$ cat config.mk
export PLATFORM = sky130hd
export DESIGN_NAME = led_fade_driver
export DESIGN_NICKNAME = d
export VERILOG_FILES = /design/src/rtl/led_fade_pkg.sv /design/src/rtl/led_fade_channel.sv /design/src/rtl/led_fade_driver.sv
export SDC_FILE = /design/constraint.sdc
export NUM_CORES = 1
export LEC_CHECK = 0
export CAP_MARGIN = 40
export CORE_AREA = 2 2 168 170
export DETAILED_ROUTE_END_ITERATION = 6
export DIE_AREA = 0 0 170 172
export GPL_TIMING_DRIVEN = 0
export SLEW_MARGIN = 40
export SYNTH_ARGS = -nofsm -noshare
export SYNTH_HDL_FRONTEND = slang
export SYNTH_SLANG_ARGS = --single-unit
$ cat constraint.sdc
create_clock -name clk_clk -period 3.75 [get_ports clk_clk]
set_clock_uncertainty 0.15 [all_clocks]
set_input_delay 0.75 -clock clk_clk [delete_from_list [all_inputs] [get_ports clk_clk]]
set_output_delay 0.75 -clock clk_clk [all_outputs]
set_load 0.01 [all_outputs]
$ cat src/rtl/led_fade_pkg.sv
// Shared types and helpers for the LED fade driver.
// The optional LED_GAMMA_EN macro (used by led_fade_channel) selects the squared duty curve.
package led_fade_pkg;

  localparam int PWM_BITS_DEF = 8;

  typedef logic [PWM_BITS_DEF-1:0] level_t;

  // Direction a channel's level moves on the current fade tick.
  typedef enum logic [1:0] {
    HOLD,
    UP,
    DOWN
  } dir_t;

  // Full-scale level for a given counter width.
  function automatic int unsigned lvl_max(input int unsigned bits);
    return (32'd1 << bits) - 32'd1;
  endfunction

endpackage

$ cat src/rtl/led_fade_channel.sv
// One LED channel: saturating level register, duty mapping and registered PWM output.
// Define LED_GAMMA_EN to map duty = level^2 >> PWM_BITS (full scale kept at full scale);
// otherwise duty = level and no multiplier is built.
module led_fade_channel
  import led_fade_pkg::*;
#(
  parameter int PWM_BITS = PWM_BITS_DEF
) (
  input  logic                clk_clk,
  input  logic                reset_reset,
  input  logic                tgt,
  input  logic                fade_en,
  input  logic                tick,
  input  logic [PWM_BITS-1:0] pwm_cnt,
  output logic [PWM_BITS-1:0] level,
  output logic                led
);

  localparam logic [PWM_BITS-1:0] LVL_MAX = PWM_BITS'(lvl_max(PWM_BITS));

  logic [PWM_BITS-1:0] level_reg;
  logic [PWM_BITS-1:0] level_next;
  logic [PWM_BITS-1:0] duty;
  logic                led_reg;
  logic                led_next;
  dir_t                dir;

  // Pick the step direction; only a tick can move the level, and it saturates at both ends.
  always_comb begin
    dir = HOLD;
    if (tick) begin
      if (tgt && (level_reg != LVL_MAX)) begin
        dir = UP;
      end else if (!tgt && (level_reg != '0)) begin
        dir = DOWN;
      end
    end
  end

  // Next level: snap straight to the target extreme when fading is off, else step.
  always_comb begin
    level_next = level_reg;
    if (!fade_en) begin
      level_next = tgt ? LVL_MAX : '0;
    end else begin
      case (dir)
        UP:      level_next = level_reg + PWM_BITS'(1);
        DOWN:    level_next = level_reg - PWM_BITS'(1);
        default: level_next = level_reg;
      endcase
    end
  end

`ifdef LED_GAMMA_EN
  logic [2*PWM_BITS-1:0] level_sq;

  // Squared duty curve for a perceptually even fade; full scale stays fully on.
  always_comb begin
    level_sq = {{PWM_BITS{1'b0}}, level_reg} * {{PWM_BITS{1'b0}}, level_reg};
    duty     = (level_reg == LVL_MAX) ? LVL_MAX : PWM_BITS'(level_sq >> PWM_BITS);
  end
`else
  // Linear duty curve.
  always_comb begin
    duty = level_reg;
  end
`endif

  // Comparator; full scale is forced high so there is no dropout when pwm_cnt wraps.
  always_comb begin
    led_next = (duty == LVL_MAX) || (duty > pwm_cnt);
  end

  // Level and LED output registers.
  always_ff @(posedge clk_clk or posedge reset_reset) begin
    if (reset_reset) begin
      level_reg <= '0;
      led_reg   <= 1'b0;
    end else begin
      level_reg <= level_next;
      led_reg   <= led_next;
    end
  end

  assign level = level_reg;
  assign led   = led_reg;

endmodule

$ cat src/rtl/led_fade_driver.sv
// LED fade driver: registers the PIO LED pattern, fades each channel's brightness
// toward it one step per fade tick and renders the result through a shared PWM counter.
// Optional build macro LED_GAMMA_EN selects the squared duty curve in each channel.
module led_fade_driver
  import led_fade_pkg::*;
#(
  parameter int NUM_LEDS = 8,
  parameter int PWM_BITS = PWM_BITS_DEF,
  parameter int FADE_DIV = 50000
) (
  input  logic                clk_clk,
  input  logic                reset_reset,
  input  logic [NUM_LEDS-1:0] leds_export,
  input  logic                fade_en,
  output logic [NUM_LEDS-1:0] led_o,
  output logic                fade_busy
);

  localparam int                  DIV_W    = (FADE_DIV > 2) ? $clog2(FADE_DIV) : 1;
  localparam logic [DIV_W-1:0]    DIV_LAST = DIV_W'(FADE_DIV - 1);
  localparam logic [PWM_BITS-1:0] LVL_MAX  = PWM_BITS'(lvl_max(PWM_BITS));

  logic [NUM_LEDS-1:0] tgt_q;
  logic [DIV_W-1:0]    div_cnt;
  logic [PWM_BITS-1:0] pwm_cnt;
  logic                tick;
  logic                fade_busy_reg;
  logic                fade_busy_next;
  logic [NUM_LEDS-1:0] led_w;
  logic [NUM_LEDS-1:0] mismatch;
  logic [PWM_BITS-1:0] level_w [NUM_LEDS];

  assign tick = (div_cnt == DIV_LAST);

  // Target register, fade tick divider and free-running PWM counter.
  always_ff @(posedge clk_clk or posedge reset_reset) begin
    if (reset_reset) begin
      tgt_q         <= '0;
      div_cnt       <= '0;
      pwm_cnt       <= '0;
      fade_busy_reg <= 1'b0;
    end else begin
      tgt_q         <= leds_export;
      div_cnt       <= tick ? '0 : div_cnt + DIV_W'(1);
      pwm_cnt       <= pwm_cnt + PWM_BITS'(1);
      fade_busy_reg <= fade_busy_next;
    end
  end

  genvar gi;
  generate
    for (gi = 0; gi < NUM_LEDS; gi++) begin : gen_ch
      led_fade_channel #(
        .PWM_BITS(PWM_BITS)
      ) u_ch (
        .clk_clk    (clk_clk),
        .reset_reset(reset_reset),
        .tgt        (tgt_q[gi]),
        .fade_en    (fade_en),
        .tick       (tick),
        .pwm_cnt    (pwm_cnt),
        .level      (level_w[gi]),
        .led        (led_w[gi])
      );
      assign mismatch[gi] = (level_w[gi] != (tgt_q[gi] ? LVL_MAX : '0));
    end
  endgenerate

  // Busy while any level is still away from its target. In snap mode a level trails
  // tgt_q by only one cycle and no fade is in progress, so busy is held low there.
  always_comb begin
    fade_busy_next = fade_en && (|mismatch);
  end

  assign led_o     = led_w;
  assign fade_busy = fade_busy_reg;

endmodule
==> out/results.ini, run 1 <==
[outcome]
violations = DRC
status = finished, violations left

[final_layout]
largest_reg_flops = 64
final_nets = 1091
antenna_cells = 0
fillers = 2803
area_delta_synth_final_pct = 14.3
final_cell_count_no_fill = 1309
drive_gt1_share_pct = 9.66

[clock_network]
clock_sinks = 105
clk_pin_slew_ns = 0.08
cts_root_buf = clkbuf_16
clkLatencyLatePin_ns = 0.36
holdBufCountCts = 0
cts_made_buffers = 9
cts_tree = yes
clockBufferDepth = 2
cts_htree_levels = 3

[floorplanning]
core_um2 = 27500
die_w_um = 170
chipHeight_um = 172
dieArea_um2 = 29200
rows = 61
initial_core_util_pct = 30.7
ios = 20

[placement]
dp_hpwl_mm = 14.9
io_buffers = 19
placedCellCount = 1272
dp_slack_ns = -0.0895
globalplace.congestion = 0.799

[timing]
tns_ns = 0
worstMarginPinSlew_ns = 0.871
finalMaxSlewViolations = 0
setup_viol = 0
min_period_ns = 3.60
rsz0062_at_grt = yes
hold_viol = 0
post-route-period-util_pct = 96.0
fin_ws_ns = 0.151
slew_headroom_pct = 41.9
clock.fmax_mhz = 278

[flow_run]
maxCapViolations = 0

[routing]
first_pass_iters = 7
drc = 2
vias = 6935
drtIter0Drc = 507
ant_nets = 0
wl_per_cell_um = 16.2
drt-total-wl_mm = 21.1
viasPerCell = 5.30

[power]
seqPwrFrac_pct = 45.4
p_int_uw = 2010
peakVddDrop_mv = 0.206
power_density_nw_per_um2 = 301
sw_frac_of_total_pct = 30.9
power_frac_clock_pct = 35.3
p_leak_uw = 0.00416
p_total_uw = 2910
p_comb_share_pct = 19.3
switchingPower_uw = 897

[critical_path]
r2r_end = gen_ch[6].u_ch.level[7]
worst-path-max-fanout = 10
reg2reg_setup_slack_ns = 0.15
reg2reg_from = div_cnt[0]
end_kind = flip-flop
critPathLaunch = div_cnt[0]
reg2reg_depth = 14
arrival_ns = 3.69
crit_required_ns = 3.84
criticalPathCategory = reg2reg
cp-start-kind = flip-flop

[yosys]
synth_most_common_cell = ha_1
ys.flop_type = dfrtp_1
synth_edf_count = 0
yosys_warnings = 0
syn_avg_cell_area_um2 = 9.31
synth_top_area_cell = dfrtp_1
yosys-top-cells-area = dfrtp_1 (31%), ha_1 (17%), a21oi_1 (4.4%)
synth_async_sr_flop_share_pct = 100
synthCells = 906
synth_fp_nets = 1039
ys_ff_latch = 105
synthTopCellsByCount = ha_1 (114), dfrtp_1 (105), a21oi_1 (74)
ys_seq_area_share_pct = 31.2
syn_area_um2 = 8430
synthDistinctLibCells = 52
synth_top_area_share_pct = 31.2

[min_path]
min_path_type = reg2reg
hp-start = pwm_cnt[6]
holdPathEnd = pwm_cnt[6]
holdPathStages = 1

[grt]
grt_pass1_wl_mm = 34.8
grt_start_max_net_pins = 63
antenna_found_initial = 0
grt_use_total_pct = 15.0
grt_overflow = 0
grt_pass1_vias = 6689

-- kinds of logic after synthesis --
logic type               Yosys count  share of synthesized area [%]
XOR/XNOR                          61                           6.34
flip-flops                       105                           31.2
multiplexers                      19                           2.31
adder cells (fa/ha/maj)          122                           18.8
buffers and inverters             69                           3.81
AO/OA/AOI/OAI                    237                           18.3
AND/OR/NAND/NOR                  293                           19.3
-- cell type report --
| class | instances | area [um^2] | share of cell area, % |
|---|---|---|---|
| buffer | 25 | 156 | 1.62 |
| clock buffer | 9 | 225 | 2.34 |
| clock inverter | 7 | 83.8 | 0.870 |
| inverter | 44 | 173 | 1.79 |
| multi-input combinational | 732 | 5550 | 57.6 |
| sequential | 105 | 2630 | 27.3 |
| tap | 346 | 433 | 4.49 |
| timing repair buffer | 41 | 388 | 4.03 |
-- worst max-delay path by stage --
stage / end
2_1_floorplan: div_cnt[0]
3_3_place_gp: gen_ch[3].u_ch.level[3]
3_5_place_dp: gen_ch[6].u_ch.level[7]
4_1_cts: gen_ch[2].u_ch.level[7]
5_1_grt: gen_ch[0].u_ch.level[7]
6_report: gen_ch[6].u_ch.level[7]
-- repair_timing --
action,CTS,global route
resized for setup,1,8
gates cloned,0,0
endpoints found under the setup margin,7,10
buffers inserted,2,19
pin swaps,3,8
-- power groups by stage --
stage / combinational (uW) / clock [uW] / sequential [uW]
floorplan: 426 / 0 / 1300
global placement: 538 / 0 / 1340
detailed placement: 557 / 0 / 1340
CTS: 561 / 1050 / 1320
global route: 650 / 1090 / 1330
finish: 560 / 1030 / 1320
-- per-stage QoR --
stage               utilization [%]  hold slack, ns  area [um^2]
finish                         35.1           0.322         9640
global route                   35.1           0.348         9640
CTS                            34.3           0.327         9430
global placement               33.0           0.309         9050
detailed placement             33.1           0.312         9090
floorplan                         -           0.295         8430
-- cell usage in the layout, fill, tap and decap left out, types with 21 or more instances in the layout --
master	n
xnor2_1	40
o21ai_0	50
nor2_1	61
xor2_1	21
dfrtp_1	105
inv_1	43
a21o_1	31
nor3_1	24
nand4_1	34
nor2b_1	23
a21oi_1	74
ha_1	113
nand2_1	47
buf_4	32
-- worst max-delay path, stage by stage (launching register included) --
cell,delay (ns)
dfrtp_1,0.39
ha_1,0.21
and3_2,0.26
nand4_4,0.12
buf_12,0.18
buf_6,0.18
nor3_4,0.22
buf_4,0.18
ha_1,0.27
and3_1,0.20
a221o_1,0.37
o41ai_2,0.28
xnor2_1,0.18
mux2i_1,0.21
o21bai_1,0.07
-- routing by layer --
layer	up-vias	global-route usage (%)	routed length (um)
met4	0	3.23	235
met1	3348	20.6	10500
met3	15	1.69	512
met2	105	25.5	9860
met5	-	0	0
li1	3467	-	-
Power figures use the tool's default switching activity.
==> run 2: changes to the inputs <==
ABC_AREA = 1   (was default)
CORE_AREA = 2 2 173 175   (was 2 2 168 170)
DIE_AREA = 0 0 175 177   (was 0 0 170 172)
==> run 2 against run 1 <==
The run now ends clean; hold slack worse by 0.013 ns; largest cell class unchanged; register-to-register slack better by 0.06 ns; highest routed layer unchanged; sequential cell count unchanged; power up 13%; synthesized area up 5.4%; fmax up 1.6%; first-iteration DRC count unchanged.
==> out/results.ini, run 2 <==
[outcome]
status = finished, final reports clean  ; was finished, violations left

[floorplanning]
rows = 63  ; was 61
chipHeight_um = 177  ; was 172 um
core_um2 = 29200  ; was 27,500 um^2
initial_core_util_pct = 30.4  ; was 30.7%
dieArea_um2 = 31000  ; was 29,200 um^2
ios = 20  ; unchanged
die_w_um = 175  ; was 170 um

[clock_network]
cts_htree_levels = 3  ; unchanged
clockBufferDepth = 2  ; unchanged
clk_pin_slew_ns = 0.08  ; about the same
clkLatencyLatePin_ns = 0.36  ; about the same
cts_root_buf = clkbuf_16  ; unchanged
holdBufCountCts = 0  ; unchanged
cts_made_buffers = 9  ; unchanged
clock_sinks = 105  ; unchanged
post_cts_buffers = 0  ; was 2
cts_tree = yes  ; unchanged
cts_resized = 0  ; was 1

[power]
p_leak_uw = 0.00476  ; was 0.00416 uW
power_density_nw_per_um2 = 331  ; was 301 nW/um^2
p_total_uw = 3280  ; was 2910 uW
peakVddDrop_mv = 0.209  ; was 0.206 mV

[critical_path]
cp-start-kind = flip-flop  ; unchanged
end_kind = flip-flop  ; unchanged
cp_slowest_cell = fa_1  ; was dfrtp_1
crit_required_ns = 3.89  ; was 3.84 ns
worstPathCellList = ha_1, nand2_2, nor2_4, nand3_1, nor2_2, buf_4, inv_1, nor2_2, inv_1, fa_1, or3_1, nand4_1, nand3_1, a21oi_1  ; was ha_1, and3_2, nand4_4, buf_12, buf_6, nor3_4, buf_4, ha_1, and3_1, a221o_1, o41ai_2, xnor2_1, mux2i_1, o21bai_1
critical_path.max_stage_delay_ns = 0.44  ; was 0.39 ns
worst-path-max-fanout = 10  ; unchanged
crit_buf_inv = 3  ; unchanged
reg2reg_setup_slack_ns = 0.21  ; was 0.15 ns
cp_top_family = simple AND/OR/NAND/NOR gates  ; unchanged
arrival_ns = 3.68  ; was 3.69 ns
criticalPathCategory = reg2reg  ; unchanged

[yosys]
synthXorXnorAreaFrac_pct = 1.48  ; was 6.34%
synthDistinctLibCells = 43  ; was 52
yosys-top-cells-area = dfrtp_1 (30%), ha_1 (16%), nand2_1 (11%)  ; was dfrtp_1 (31%), ha_1 (17%), a21oi_1 (4.4%)
synth-simple-area-share_pct = 28.8  ; was 19.3%
synth_compound_area_share_pct = 14.8  ; was 18.3%
synthTopCellsByCount = nand2_1 (261), nor2_1 (171), a21oi_1 (133)  ; was ha_1 (114), dfrtp_1 (105), a21oi_1 (74)
ys_seq_area_share_pct = 29.6  ; was 31.2%
yosys_warnings = 0  ; unchanged
synth_top_area_share_pct = 29.6  ; was 31.2%
synth_async_sr_flop_share_pct = 100  ; unchanged
syn_area_um2 = 8890  ; was 8430 um^2
synth_top_area_cell = dfrtp_1  ; unchanged
synth_most_common_cell = nand2_1  ; was ha_1
synth_mux_area_share_pct = 0  ; was 2.31%
synth_edf_count = 0  ; unchanged
syn_avg_cell_area_um2 = 7.15  ; was 9.31 um^2
synth_fp_nets = 1376  ; was 1,039
synth_top_family_by_area = simple AND/OR/NAND/NOR gates  ; unchanged
ys_ff_latch = 105  ; unchanged
synthAdderAreaFrac_pct = 17.9  ; was 18.8%
ys.flop_type = dfrtp_1  ; unchanged
synthCells = 1243  ; was 906

[min_path]
min_path_type = reg2reg  ; unchanged

[routing]
ant_nets = 0  ; unchanged
wl_per_cell_um = 14.5  ; was 16.2 um
vias = 8260  ; was 6,935
drt-total-wl_mm = 24.2  ; was 21.1 mm
viasPerCell = 4.95  ; was 5.30
drc = 0  ; was 2
first_pass_iters = 6  ; was 7
drtIter0Drc = 507  ; unchanged

[timing]
worstMarginPinSlew_ns = 0.913  ; was 0.871 ns
finalMaxSlewViolations = 0  ; unchanged
holdWs_ns = 0.310  ; was 0.322 ns
post-route-period-util_pct = 94.5  ; was 96.0%
setup_viol = 0  ; unchanged
min_period_ns = 3.54  ; was 3.60 ns
clock.fmax_mhz = 282  ; was 278 MHz
rsz0062_at_grt = yes  ; unchanged
hold_viol = 0  ; unchanged
slew_headroom_pct = 39.1  ; was 41.9%

[grt]
grt_start_max_net_pins = 71  ; was 63
grt_overflow = 0  ; unchanged
antenna_found_initial = 0  ; unchanged
grt_pass1_wl_mm = 39.1  ; was 34.8 mm
grt_use_total_pct = 15.8  ; was 15.0%
grt_pass1_vias = 7680  ; was 6,689

[flow_run]
maxCapViolations = 0  ; unchanged

[final_layout]
final_nets = 1407  ; was 1,091
drive_gt1_share_pct = 6.57  ; was 9.66%
final_common_cell = nand2_1  ; was ha_1
area_delta_synth_final_pct = 11.6  ; was 14.3%
antenna_cells = 0  ; unchanged
largest_reg_flops = 64  ; unchanged
layout_common_cells = nand2_1 (261), nor2_1 (168), a21oi_1 (133)  ; was ha_1 (113), dfrtp_1 (105), a21oi_1 (74)

[placement]
io_buffers = 18  ; was 19
globalplace.congestion = 0.850  ; was 0.799
dp_hpwl_mm = 17.6  ; was 14.9 mm

## run 2: changes by cell type after synthesis, moves of 14 or more
cell,previous run,this run
a21oi_1,74,133
nand3_1,17,101
o21ai_0,50,76
or4_1,14,0
nand4_1,34,13
a31oi_1,19,3
xnor2_1,40,4
nor2b_1,23,0
and3_1,19,0
mux2i_1,15,0
nor2_1,61,171
inv_1,44,130
nand2_1,47,261
a21o_1,31,2
## run 2: layer usage
layer	global-route usage (%)	share of wire, %	routed length [um]	vias up
met4	4.41	1.8	430	0
met2	27.0	48	11600	162
met1	20.6	46	11100	3847
met3	2.68	4.4	1070	41
li1	-	-	-	4210
met5	0	0	0	-
## run 2: cell type report
type	instances	area (um^2)
buffer	24	171
clock buffer	11	243
clock inverter	5	55.1
fill	3079	19300
inverter	134	510
multi-input combinational	980	5600
sequential	105	2630
tap	390	488
timing repair buffer	20	219
## run 2: worst reg2reg max path: stages (launching register included)
cell	delay (ns)
dfrtp_1	0.37
ha_1	0.21
nand2_2	0.09
nor2_4	0.16
nand3_1	0.11
nor2_2	0.32
buf_4	0.32
inv_1	0.18
nor2_2	0.31
inv_1	0.10
fa_1	0.44
or3_1	0.41
nand4_1	0.08
nand3_1	0.07
a21oi_1	0.16
## run 2: stage by stage
step / TNS (ns) / instance area (um^2) / std cells / setup slack [ns] / util [%]
2_1_floorplan: 0 / 8890 / 1243 / 0.0895 / -
3_3_place_gp: -201.02 / 9560 / 1651 / -1.93 / 32.7
3_5_place_dp: 0 / 9600 / 1653 / 0.0833 / 32.8
4_1_cts: 0 / 9900 / 1669 / 0.0657 / 33.9
5_1_grt: -0.0164 / 9910 / 1669 / -0.00660 / 33.9
6_report: 0 / 9910 / 1669 / 0.208 / 33.9
## run 2: worst paths after layout
path,end,from,cells after the start
max,gen_ch[0].u_ch.level[6],div_cnt[0],14
min,div_cnt[0],div_cnt[0],1
max reg2reg,gen_ch[0].u_ch.level[6],div_cnt[0],14
min reg2reg,div_cnt[0],div_cnt[0],1
max in group asynchronous,gen_ch[2].u_ch.level[4],reset_reset,3
min in group asynchronous,gen_ch[0].u_ch.level[4],reset_reset,2
## run 2: logic make-up (layout without fill, tap and decap cells)
| group | Yosys count | count (layout) |
|---|---|---|
| flip-flops | 105 | 105 |
| buffers and inverters | 158 | 194 |
| adder cells (fa/ha/maj) | 122 | 122 |
| AO/OA/AOI/OAI | 243 | 243 |
| AND/OR/NAND/NOR | 600 | 600 |
| XOR/XNOR | 15 | 15 |
## run 2: power by group
part           leakage (uW)  switching [uW]  internal [uW]  total (uW)
logic               0.00338             517            367         884
registers           0.00123             158           1240        1400
clock network      0.000142             457            535         993
total               0.00476            1130           2150        3280
==> run 3: changes to the inputs <==
CAP_MARGIN = 20   (was 40)
HOLD_SLACK_MARGIN = 0.02   (was default)
==> run 3 against run 2 <==
Global-route usage is 0.12 points higher; core utilization is 0.10 points lower; hold slack worse by 0.0011 ns; critical endpoint unchanged; first-iteration DRC count is 12% lower; clock-buffer cell count stayed put; sequential cell count stayed put; critical path depth is 1 higher; design area is 0.30% lower; non-clock buffer count is 1 lower; power is 1.3% lower.
==> out/results.ini, run 3 (same netlist as run 2, synthesis figures left out) <==
[clock_network]
clock_sinks = 105  ; unchanged
clk_pin_slew_ns = 0.08  ; about the same
cts_tree = yes  ; unchanged
clkLatencyLatePin_ns = 0.36  ; about the same
holdBufCountCts = 0  ; unchanged
clockBufferDepth = 2  ; unchanged
cts_made_buffers = 9  ; unchanged
cts_htree_levels = 3  ; unchanged
cts_root_buf = clkbuf_16  ; unchanged

[floorplanning]
core_um2 = 29200  ; unchanged
chipHeight_um = 177  ; unchanged
rows = 63  ; unchanged
initial_core_util_pct = 30.4  ; unchanged
dieArea_um2 = 31000  ; unchanged
die_w_um = 175  ; unchanged
ios = 20  ; unchanged

[routing]
wl_per_cell_um = 14.5  ; about the same
viasPerCell = 4.95  ; about the same
ant_nets = 0  ; unchanged
drtIter0Drc = 444  ; was 507
vias = 8249  ; was 8,260
drc = 0  ; unchanged
drt-total-wl_mm = 24.1  ; was 24.2 mm
first_pass_iters = 5  ; was 6

[grt]
grt_pass1_vias = 7747  ; was 7,680
grt_start_max_net_pins = 71  ; unchanged
grt_overflow = 0  ; unchanged
grt_use_total_pct = 16.0  ; was 15.8%
grt_pass1_wl_mm = 39.3  ; was 39.1 mm
antenna_found_initial = 0  ; unchanged

[final_layout]
multi_input_area_um2 = 5600  ; unchanged
regArea_um2 = 2630  ; unchanged
area_delta_synth_final_pct = 11.2  ; was 11.6%
final_common_cell = nand2_1  ; unchanged
drive_gt1_share_pct = 6.42  ; was 6.57%
largest_reg_flops = 64  ; unchanged
fin_util_pct = 33.8  ; was 33.9%
final_nets = 1406  ; was 1,407
antenna_cells = 0  ; unchanged
layout_common_cells = nand2_1 (261), nor2_1 (168), a21oi_1 (133)  ; unchanged
fillers = 3091  ; was 3,079

[flow_run]
maxCapViolations = 0  ; unchanged

[critical_path]
cp-start-kind = flip-flop  ; unchanged
arrival_ns = 3.60  ; was 3.68 ns
reg2reg_setup_slack_ns = 0.23  ; was 0.21 ns
worst-path-max-fanout = 10  ; unchanged
reg2reg_depth = 15  ; was 14
end_kind = flip-flop  ; unchanged
criticalPathCategory = reg2reg  ; unchanged
crit_required_ns = 3.83  ; was 3.89 ns

[timing]
finalMaxSlewViolations = 0  ; unchanged
worstMarginPinSlew_ns = 0.799  ; was 0.913 ns
hold_viol = 0  ; unchanged
rsz0062_at_grt = yes  ; unchanged
slew_headroom_pct = 46.8  ; was 39.1%
setup_viol = 0  ; unchanged
holdWs_ns = 0.309  ; was 0.310 ns
post-route-period-util_pct = 93.8  ; was 94.5%
clock.fmax_mhz = 284  ; was 282 MHz
min_period_ns = 3.52  ; was 3.54 ns

[power]
power_density_nw_per_um2 = 327  ; was 331 nW/um^2
power_frac_clock_pct = 29.4  ; was 30.3%
p_comb_share_pct = 27.3  ; was 27.0%
p_leak_uw = 0.00475  ; was 0.00476 uW
switchingPower_uw = 1110  ; was 1130 uW
sw_frac_of_total_pct = 34.4  ; was 34.5%
peakVddDrop_mv = 0.241  ; was 0.209 mV
p_total_uw = 3240  ; was 3280 uW
p_int_uw = 2120  ; was 2150 uW
seqPwrFrac_pct = 43.3  ; was 42.7%

[placement]
globalplace.congestion = 0.850  ; unchanged
io_buffers = 18  ; unchanged
dp_hpwl_mm = 17.6  ; about the same

[outcome]
status = finished, final reports clean  ; unchanged

[min_path]
holdPathStages = 1  ; unchanged
min_path_type = reg2reg  ; unchanged

[run 3: changes by cell type in the layout (fill, tap and decap cells not counted), sizes merged]
cell / before / now
buf: 21 / 20
clkinv: 2 / 3
clkinvlp: 2 / 0
[run 3: critical path, cell delays in order, from the launching register on]
cell and delay (ns):
dfrtp_1 0.37, ha_1 0.20, nand2_2 0.09, nor2_4 0.15, nand3_1 0.10, nor2_2 0.32
buf_4 0.32, inv_1 0.18, nor2_2 0.31, inv_1 0.10, fa_1 0.44, or3_1 0.41
nand3_1 0.08, nand2_1 0.05, nand3_1 0.06, a21oi_1 0.08
[run 3: timing repair]
action,in CTS,in global routing
endpoints found under the setup margin,0,13
buffers inserted,0,0
gates resized for setup,0,5
[run 3: worst paths after layout]
path / startpoint / end
min in group asynchronous: reset_reset / gen_ch[0].u_ch.level[7]
worst max register to register: div_cnt[0] / gen_ch[0].u_ch.level[6]
worst min-delay path: div_cnt[0] / div_cnt[0]
worst max-delay path: div_cnt[0] / gen_ch[0].u_ch.level[6]
max in group asynchronous: reset_reset / gen_ch[1].u_ch.level[4]
worst min register to register: div_cnt[0] / div_cnt[0]
[run 3: per-stage QoR]
stage | area (um^2) | TNS [ns] | setup WS [ns] | std cells
finish | 9880 | 0 | 0.231 | 1667
global route | 9880 | -0.0156 | -0.0156 | 1667
CTS | 9870 | 0 | 0.0780 | 1667
detailed placement | 9590 | 0 | 0.0853 | 1652
global placement | 9560 | -201.02 | -1.93 | 1651
floorplan | 8890 | 0 | 0.0895 | 1243
[run 3: cell type report]
| cell class | count | share of cell area [%] |
|---|---|---|
| well taps | 390 | 4.94 |
| clock buffers | 11 | 2.35 |
| multi-input cells | 980 | 56.7 |
| plain buffers | 24 | 1.75 |
| repair buffers | 19 | 2.10 |
| clock inverters | 4 | 0.456 |
| inverters | 134 | 5.16 |
| flip-flops and latches | 105 | 26.6 |
[run 3: power by group through the flow]
stage,registers (uW),logic [uW],clock network (uW)
6_report,1400,884,951
5_1_grt,1420,1030,1020
4_1_cts,1400,886,980
3_5_place_dp,1420,880,0
3_3_place_gp,1420,850,0
2_1_floorplan,1370,674,0
[run 3: metal layers]
layer | wire, um | GRT usage [%] | vias to the layer above
li1 | - | - | 4209
met1 | 11400 | 20.9 | 3874
met2 | 11600 | 27.7 | 139
met3 | 794 | 2.21 | 27
met4 | 391 | 3.96 | 0
met5 | 0 | 0 | -
